==> config.mk <==
export PLATFORM = sky130hd
export DESIGN_NAME = get_length_multi
export DESIGN_NICKNAME = d
export VERILOG_FILES = /design/src/rtl/get_length_multi.sv
export SDC_FILE = /design/constraint.sdc
export NUM_CORES = 1
export LEC_CHECK = 0
export CAP_MARGIN = 20
export CORE_MARGIN = 3
export CORE_UTILIZATION = 51
export CTS_CLUSTER_SIZE = 20
export DETAILED_ROUTE_END_ITERATION = 10
export MAX_ROUTING_LAYER = met4
export PLACE_DENSITY = 0.79
export RECOVER_POWER = 25
export SLEW_MARGIN = 20
export SYNTH_ARGS = -nofsm -noshare
export SYNTH_HDL_FRONTEND = slang
export SYNTH_SLANG_ARGS = --single-unit
==> constraint.sdc <==
create_clock -name clk -period 3.52 [get_ports clk]
set_input_delay 1.056 -clock clk [delete_from_list [all_inputs] [get_ports clk]]
set_output_delay 1.056 -clock clk [all_outputs]
set_load 0.02 [all_outputs]
==> src/rtl/get_length_multi.sv <==
// Iterative bit-length finder: scans the operand one CHUNK at a time, MSB chunk first.
// Define GET_LENGTH_MULTI_ONEHOT_EN to add msb_out, a one-hot of the highest set bit.
module get_length_multi #(
    parameter int WIDTH = 64,
    parameter int CHUNK = 8,
    parameter int LEN_W = 8
) (
    input  logic             clk,
    input  logic             rstn,
    input  logic             md_start,
    input  logic [WIDTH-1:0] num_in,
    output logic [LEN_W-1:0] len_out,
    output logic             md_end,
    output logic             busy
`ifdef GET_LENGTH_MULTI_ONEHOT_EN
    ,
    output logic [WIDTH-1:0] msb_out
`endif
);

    localparam int NCHUNK = WIDTH / CHUNK;
    localparam int IDX_W  = (NCHUNK > 1) ? $clog2(NCHUNK) : 1;
    localparam int POS_W  = (CHUNK > 1) ? $clog2(CHUNK) : 1;

    typedef enum logic [1:0] {
        IDLE = 2'd0,
        SCAN = 2'd1,
        DONE = 2'd2
    } state_t;

    state_t           state_q, state_d;
    logic [WIDTH-1:0] num_q,   num_d;
    logic [IDX_W-1:0] idx_q,   idx_d;
    logic [LEN_W-1:0] len_q,   len_d;

    logic [CHUNK-1:0] chunk;
    logic             chunk_nz;
    logic [POS_W-1:0] hi_pos;
    logic [LEN_W-1:0] scan_len;

`ifdef GET_LENGTH_MULTI_ONEHOT_EN
    logic [WIDTH-1:0] msb_q, msb_d;
`endif

    // Chunk under examination and the position of its highest set bit.
    always_comb begin
        chunk    = CHUNK'(num_q >> (int'(idx_q) * CHUNK));
        chunk_nz = |chunk;
        hi_pos   = '0;
        for (int b = 0; b < CHUNK; b++) begin
            if (chunk[b]) hi_pos = POS_W'(b);
        end
        scan_len = LEN_W'(int'(idx_q) * CHUNK) + LEN_W'(hi_pos) + LEN_W'(1);
    end

    // NOTE: every next-state signal gets its hold value first so no path infers a latch.
    always_comb begin
        state_d = state_q;
        num_d   = num_q;
        idx_d   = idx_q;
        len_d   = len_q;
`ifdef GET_LENGTH_MULTI_ONEHOT_EN
        msb_d   = msb_q;
`endif
        unique case (state_q)
            IDLE: begin
                if (md_start) begin
                    num_d   = num_in;
                    idx_d   = IDX_W'(NCHUNK - 1);
                    state_d = SCAN;
                end
            end
            SCAN: begin
                if (chunk_nz) begin
                    len_d   = scan_len;
`ifdef GET_LENGTH_MULTI_ONEHOT_EN
                    msb_d   = {{(WIDTH-1){1'b0}}, 1'b1} << (int'(idx_q) * CHUNK + int'(hi_pos));
`endif
                    state_d = DONE;
                end else if (idx_q == '0) begin
                    len_d   = '0;
`ifdef GET_LENGTH_MULTI_ONEHOT_EN
                    msb_d   = '0;
`endif
                    state_d = DONE;
                end else begin
                    idx_d   = idx_q - IDX_W'(1);
                end
            end
            DONE:    state_d = IDLE;
            default: state_d = IDLE;
        endcase
    end

    // NOTE: state registers use non-blocking assignments so all flops update together.
    always_ff @(posedge clk or negedge rstn) begin
        if (!rstn) begin
            state_q <= IDLE;
            num_q   <= '0;
            idx_q   <= '0;
            len_q   <= '0;
`ifdef GET_LENGTH_MULTI_ONEHOT_EN
            msb_q   <= '0;
`endif
        end else begin
            state_q <= state_d;
            num_q   <= num_d;
            idx_q   <= idx_d;
            len_q   <= len_d;
`ifdef GET_LENGTH_MULTI_ONEHOT_EN
            msb_q   <= msb_d;
`endif
        end
    end

    assign len_out = len_q;
    assign md_end  = (state_q == DONE);
    assign busy    = (state_q != IDLE);
`ifdef GET_LENGTH_MULTI_ONEHOT_EN
    assign msb_out = msb_q;
`endif

endmodule

==> impl_metrics.py, run 1 <==
metrics = {
    "layout": {
        "fin_cells": 440,
        "syn2layout_area_growth_pct": 27.0,
        "nFillCells": 564,
        "antenna_cells": 0,
        "drive_above_1_share_pct": 27.0,
        "nNetsFinal": 410,
        "seqCellArea_sq_um": 1900,
        "multiInputGateArea_sq_um": 1680,
    },
    "synthesis": {
        "synth-edff-count": 0,
        "yosys-top-cells-area": "dfrtp_1, mux2_2, mux4_1",
        "ys_top_cells_by_count": "dfrtp_1, mux2_2, nand2_1, mux4_1, mux2i_1",
        "post-synth-top-count-cell": "dfrtp_1",
        "syn_inst": 266,
        "synth_top_area_cell": "dfrtp_1",
        "synth_top_area_share_pct": 51.5,
        "syn_area_sq_um": 3700,
        "yosys_warnings": 0,
        "synth_nets": 337,
        "synth.distinct_cells": 46,
        "ys.flop_type": "dfrtp_1",
        "async_flop_share_pct": 100,
        "syn_avg_cell_area_sq_um": 13.9,
        "ys_ff_latch": 76,
        "seq_area_frac_synth_pct": 51.5,
    },
    "clocking": {
        "ctsLongestPathBuffers": 2,
        "cts_root_buf": "clkbuf_8",
        "postCtsResizedCells": 0,
        "cts_tree": "built",
        "cts_buffers": 9,
        "cts.sinks": 76,
        "hold_buffers": 0,
        "cts_setup_buffers": 0,
        "clkLatencyLatePin_ns": 0.34,
        "clk_pin_slew_worst_paths_ns": 0.08,
        "h-tree-depth": 3,
    },
    "global_route": {
        "grt_overflow": 0,
        "grt_pass1_vias": 2577,
        "grt_use_total_pct": 19.6,
        "antenna_found_initial": 0,
        "grt_max_degree": 77,
        "grt_pass1_wl_microns": 12600,
    },
    "place": {
        "hpwl_microns": 5250,
        "place.gp.congestion": 0.857,
        "port_buffers": 75,
        "place_inst": 424,
    },
    "worst_setup_path": {
        "r2r_cells": 7,
        "reg2reg_to": "idx_q[0]",
        "end_kind": "flip-flop",
        "cp-endpoint": "idx_q[0]",
        "timing.rr.start": "idx_q[0]",
        "worstPathArrival_ns": 3.09,
        "start_kind": "flip-flop",
        "crit_type": "flip-flop to flip-flop",
        "critical_path.startpoint": "idx_q[0]",
        "crit_required_ns": 3.77,
        "path_max_fanout": 23,
        "r2r_slack_ns": 0.68,
    },
    "timing": {
        "finalSetupTns_ns": 0,
        "finalSetupViolations": 0,
        "rsz0062_at_grt": "false",
        "max-slew-margin-rel_pct": -23.0,
        "fin_crit_ns": 2.84,
        "fin_crit_sh_pct": 80.6,
        "fin_worst_skew_ns": 0.00799,
        "max_freq_ghz": 0.352,
        "hold_viol_final": 0,
        "worstMarginPinSlew_ns": 1.84,
        "drv_slew": 77,
    },
    "floorplan": {
        "die_area_sq_um": 8300,
        "start_util_pct": 53.5,
        "coreArea_sq_um": 6910,
        "fp.dieH_microns": 91.1,
        "top_level_ports": 77,
        "rows": 30,
        "fp.dieW_microns": 91.1,
    },
    "drt": {
        "antenna_left": 0,
        "dr.first_iter.drc_count": 131,
        "drt-total-wl_microns": 7250,
        "drc": 0,
        "drt-wirelength-per-cell_microns": 16.5,
        "dr.pass1.iters": 5,
        "routed-via-count": 2411,
        "vias_per_cell": 5.48,
    },
    "power": {
        "powerDensity_nw_per_um2": 835,
        "power_leakage_nw": 2.00,
        "peakVddDrop_v": 0.000361,
    },
    "status": {
        "violations": "capacitance limit, slew limit",
        "outcome": "finished, violations left",
    },
    "flow_run": {
        "max_cap_violations": 1,
    },
    "min_path": {
        "hp-class": "flip-flop to flip-flop",
    },
}
worst min path at each step:
stage	startpoint	endpoint	slack, ns	depth (start not counted)
finish	num_q[0]	num_q[0]	0.50	1
floorplan	num_q[11]	num_q[11]	0.47	1
detailed placement	num_q[30]	num_q[30]	0.49	1
CTS	num_q[30]	num_q[30]	0.51	1
global placement	num_q[14]	num_q[14]	0.48	1
global route	num_q[30]	num_q[30]	0.52	1
cells by family after synthesis:
family / Yosys count / share of synthesized area (%)
fa+ha+maj: 4 / 1.35
other cells: 1 / 0.101
compound gates: 20 / 3.83
mux: 88 / 32.0
xor+xnor: 3 / 0.711
flops: 76 / 51.5
simple gates: 55 / 7.28
buf+inv: 19 / 3.25
metal layers:
metal / routed length, microns / global-route usage, % / vias up
li1: - / - / 1124
met1: 3100 / 24.5 / 1193
met2: 3700 / 31.6 / 81
met3: 345 / 4.81 / 13
met4: 102 / 6.41 / 0
met5: 0 / - / -
registers in the layout, summed over array words and instances, names as in the netlist:
signal / flops
state_q: 2
num_q: 64
idx_q: 3
len_out: 7
critical path, stage by stage (launching register included):
cell,delay [ns]
dfrtp_1,0.34
buf_4,0.33
mux4_1,0.62
mux2i_1,0.31
nand3_1,0.14
nor3_1,0.48
a21oi_2,0.26
o31ai_1,0.25
per-stage QoR:
step | hold WS [ns] | worst slack, ns | utilization (%) | total power, mW | instance area, sq um
final | 0.502 | 0.681 | 68.0 | 3.92 | 4690
after global routing | 0.521 | 0.437 | 68.0 | 4.20 | 4690
after CTS | 0.508 | 0.682 | 68.0 | 3.97 | 4700
after detailed placement | 0.489 | 0.722 | 65.1 | 3.29 | 4500
after global placement | 0.482 | 0.795 | 65.1 | 3.22 | 4500
after floorplan | 0.472 | 0.954 | - | 2.80 | 3700
layout by cell type, fill, tap and decap left out, drive strengths merged, types with 3 or more instances in the layout:
| master | instances |
|---|---|
| dfrtp | 76 |
| mux2 | 66 |
| ha | 4 |
| clkdlybuf4s50 | 74 |
| nor2 | 4 |
| inv | 5 |
| buf | 3 |
| a21oi | 5 |
| mux4 | 14 |
| o211ai | 3 |
| o21ai | 4 |
| nand2 | 29 |
| nand3 | 3 |
| mux2i | 8 |
| clkbuf | 11 |
final cells by class:
type / count / share of cell area [%]
Tap cell: 96 / 2.56
Clock inverter: 6 / 1.52
Sequential cell: 76 / 40.5
Inverter: 3 / 0.240
Multi-Input combinational cell: 171 / 35.8
Timing Repair Buffer: 78 / 16.6
Clock buffer: 10 / 2.72
report_power, final:
group / switching, mW / internal (mW) / total (mW) / leakage [nW]
logic: 0.728 / 0.994 / 1.72 / 1.02
clock network: 0.329 / 0.334 / 0.663 / 0.0935
registers: 0.223 / 1.31 / 1.53 / 0.887
Power figures use the tool's default switching activity.
==> inputs of run 2 (changes only) <==
--- a/config.mk
+++ b/config.mk
@@ -7,11 +7,11 @@
 export LEC_CHECK = 0
 export CAP_MARGIN = 20
 export CORE_MARGIN = 3
-export CORE_UTILIZATION = 51
+export CORE_UTILIZATION = 46
 export CTS_CLUSTER_SIZE = 20
 export DETAILED_ROUTE_END_ITERATION = 10
 export MAX_ROUTING_LAYER = met4
-export PLACE_DENSITY = 0.79
+export PLACE_DENSITY = 0.75
 export RECOVER_POWER = 25
 export SLEW_MARGIN = 20
 export SYNTH_ARGS = -nofsm -noshare
==> constraint.sdc (replaced) <==
create_clock -name clk -period 2.5 [get_ports clk]
set_input_delay 0.75 -clock clk [delete_from_list [all_inputs] [get_ports clk]]
set_output_delay 0.75 -clock clk [all_outputs]
set_load 0.02 [all_outputs]
==> run 2 against run 1 <==
- fmax grew 16%
- global-route usage shrank 1.6 points
- non-clock buffer count grew 17
- setup slack lost 0.64 ns
- cell area grew 4.8%
- the flow still finishes with violations (capacitance limit, slew limit)
- critical path type unchanged
- combinational power grew 59%
==> impl_metrics.py, run 2 (same netlist as run 1, synthesis figures left out) <==
metrics = {
    "timing": {
        "max_freq_ghz": 0.407,
        "finalSetupViolations": 0,
        "hold_viol_final": 0,
        "final.setup.worst_slack_ns": 0.0448,
        "rsz0062_at_grt": "true",
        "max-slew-margin-rel_pct": -10.1,
        "fin_worst_skew_ns": 0.00670,
        "finalSetupTns_ns": 0,
        "worstMarginPinSlew_ns": 1.65,
        "hold_slack_ns": 0.506,
        "fin_crit_sh_pct": 98.2,
        "fin_crit_ns": 2.46,
        "drv_slew": 77,
    },
    "min_path": {
        "hp-class": "flip-flop to flip-flop",
        "hold_depth": 1,
    },
    "worst_setup_path": {
        "critical_path.startpoint": "idx_q[0]",
        "r2r_slack_ns": 0.04,
        "start_kind": "flip-flop",
        "cp-endpoint": "len_out[6]",
        "end_kind": "flip-flop",
        "timing.rr.start": "idx_q[0]",
        "r2r_cells": 10,
        "path_max_fanout": 6,
        "crit_required_ns": 2.77,
        "worstPathArrival_ns": 2.73,
        "reg2reg_to": "len_out[6]",
        "crit_type": "flip-flop to flip-flop",
    },
    "power": {
        "power_mw": 5.93,
        "peakVddDrop_v": 0.000649,
        "power_leakage_nw": 2.10,
        "powerDensity_nw_per_um2": 1210,
    },
    "drt": {
        "drt-total-wl_microns": 7490,
        "dr.pass1.iters": 4,
        "drc": 0,
        "drt-wirelength-per-cell_microns": 16.2,
        "antenna_left": 0,
        "vias_per_cell": 5.32,
        "routed-via-count": 2464,
        "dr.first_iter.drc_count": 127,
    },
    "clocking": {
        "clk_pin_slew_worst_paths_ns": 0.08,
        "ctsLongestPathBuffers": 2,
        "clkLatencyLatePin_ns": 0.34,
        "cts_tree": "built",
        "h-tree-depth": 3,
        "cts.sinks": 76,
        "cts_root_buf": "clkbuf_8",
        "cts_buffers": 9,
        "hold_buffers": 0,
    },
    "global_route": {
        "grt_pass1_vias": 2544,
        "grt_overflow": 0,
        "grt_use_total_pct": 18.0,
        "grt_pass1_wl_microns": 12000,
        "antenna_found_initial": 0,
        "grt_max_degree": 77,
    },
    "floorplan": {
        "start_util_pct": 47.6,
        "fp.dieW_microns": 95.6,
        "coreArea_sq_um": 7770,
        "die_area_sq_um": 9150,
        "fp.dieH_microns": 95.6,
        "top_level_ports": 77,
        "rows": 32,
    },
    "place": {
        "hpwl_microns": 5480,
        "dp_slack_ns": -0.0389,
        "port_buffers": 75,
        "place.gp.congestion": 0.860,
    },
    "status": {
        "outcome": "finished, violations left",
        "violations": "capacitance limit, slew limit",
    },
    "layout": {
        "final_cell_mix": "dfrtp_1, clkdlybuf4s50_1, mux2_2",
        "largest-register": "num_q",
        "drive_above_1_share_pct": 35.7,
        "final_core_util_pct": 63.3,
        "final_common_cell": "dfrtp_1",
        "nNetsFinal": 427,
        "largest_register_ffs": 64,
        "antenna_cells": 0,
        "syn2layout_area_growth_pct": 33.1,
    },
    "flow_run": {
        "max_cap_violations": 1,
    },
}
==> run 2: per-stage QoR <==
stage / cell area, sq um / std cells
final: 4920 / 463
after global routing: 4920 / 463
after CTS: 4860 / 459
after detailed placement: 4630 / 443
after global placement: 4630 / 443
after floorplan: 3700 / 266
==> run 2: metal layers <==
metal	track usage, %	wire length (microns)	vias up
li1	-	-	1153
met1	21.2	3140	1236
met2	29.6	3860	69
met3	5.45	414	6
met4	5.57	75	0
met5	-	0	-
==> run 2: how the worst min path moves through the flow <==
| stage | to | slack [ns] | from |
|---|---|---|---|
| floorplan | idx_q[0] | 0.45 | rstn |
| global placement | num_q[33] | 0.48 | num_q[33] |
| detailed placement | num_q[16] | 0.49 | num_q[16] |
| CTS | num_q[57] | 0.42 | rstn |
| global route | num_q[2] | 0.52 | num_q[2] |
| finish | num_q[6] | 0.51 | num_q[6] |
==> run 2: area by class of cell <==
class / instances / area [sq um]
tap: 102 / 128
clock inverter: 7 / 98.8
timing repair buffer: 95 / 942
multi-input combinational: 171 / 1710
clock buffer: 9 / 124
inverter: 3 / 11.3
sequential: 76 / 1900
fill: 623 / 2850
==> run 2: repair_timing <==
item	CTS	global route
pin swaps	0	5
cloned	0	1
buffers inserted	0	3
setup endpoints to repair	1	6
gates resized for setup	2	18
==> run 2: worst max-delay path, stage by stage, from the launching register on <==
cell	delay (ns)
dfrtp_2	0.43
clkbuf_16	0.17
mux4_2	0.52
nand2_1	0.09
nand2_2	0.06
o21ba_2	0.20
o21ai_2	0.14
ha_2	0.22
nand2_2	0.07
or4_1	0.40
o21ai_1	0.08
==> run 2: where the power goes <==
| part | switching [mW] | internal [mW] |
|---|---|---|
| sequential | 0.338 | 1.85 |
| combinational | 1.10 | 1.64 |
| clock | 0.446 | 0.566 |
| total | 1.88 | 4.05 |
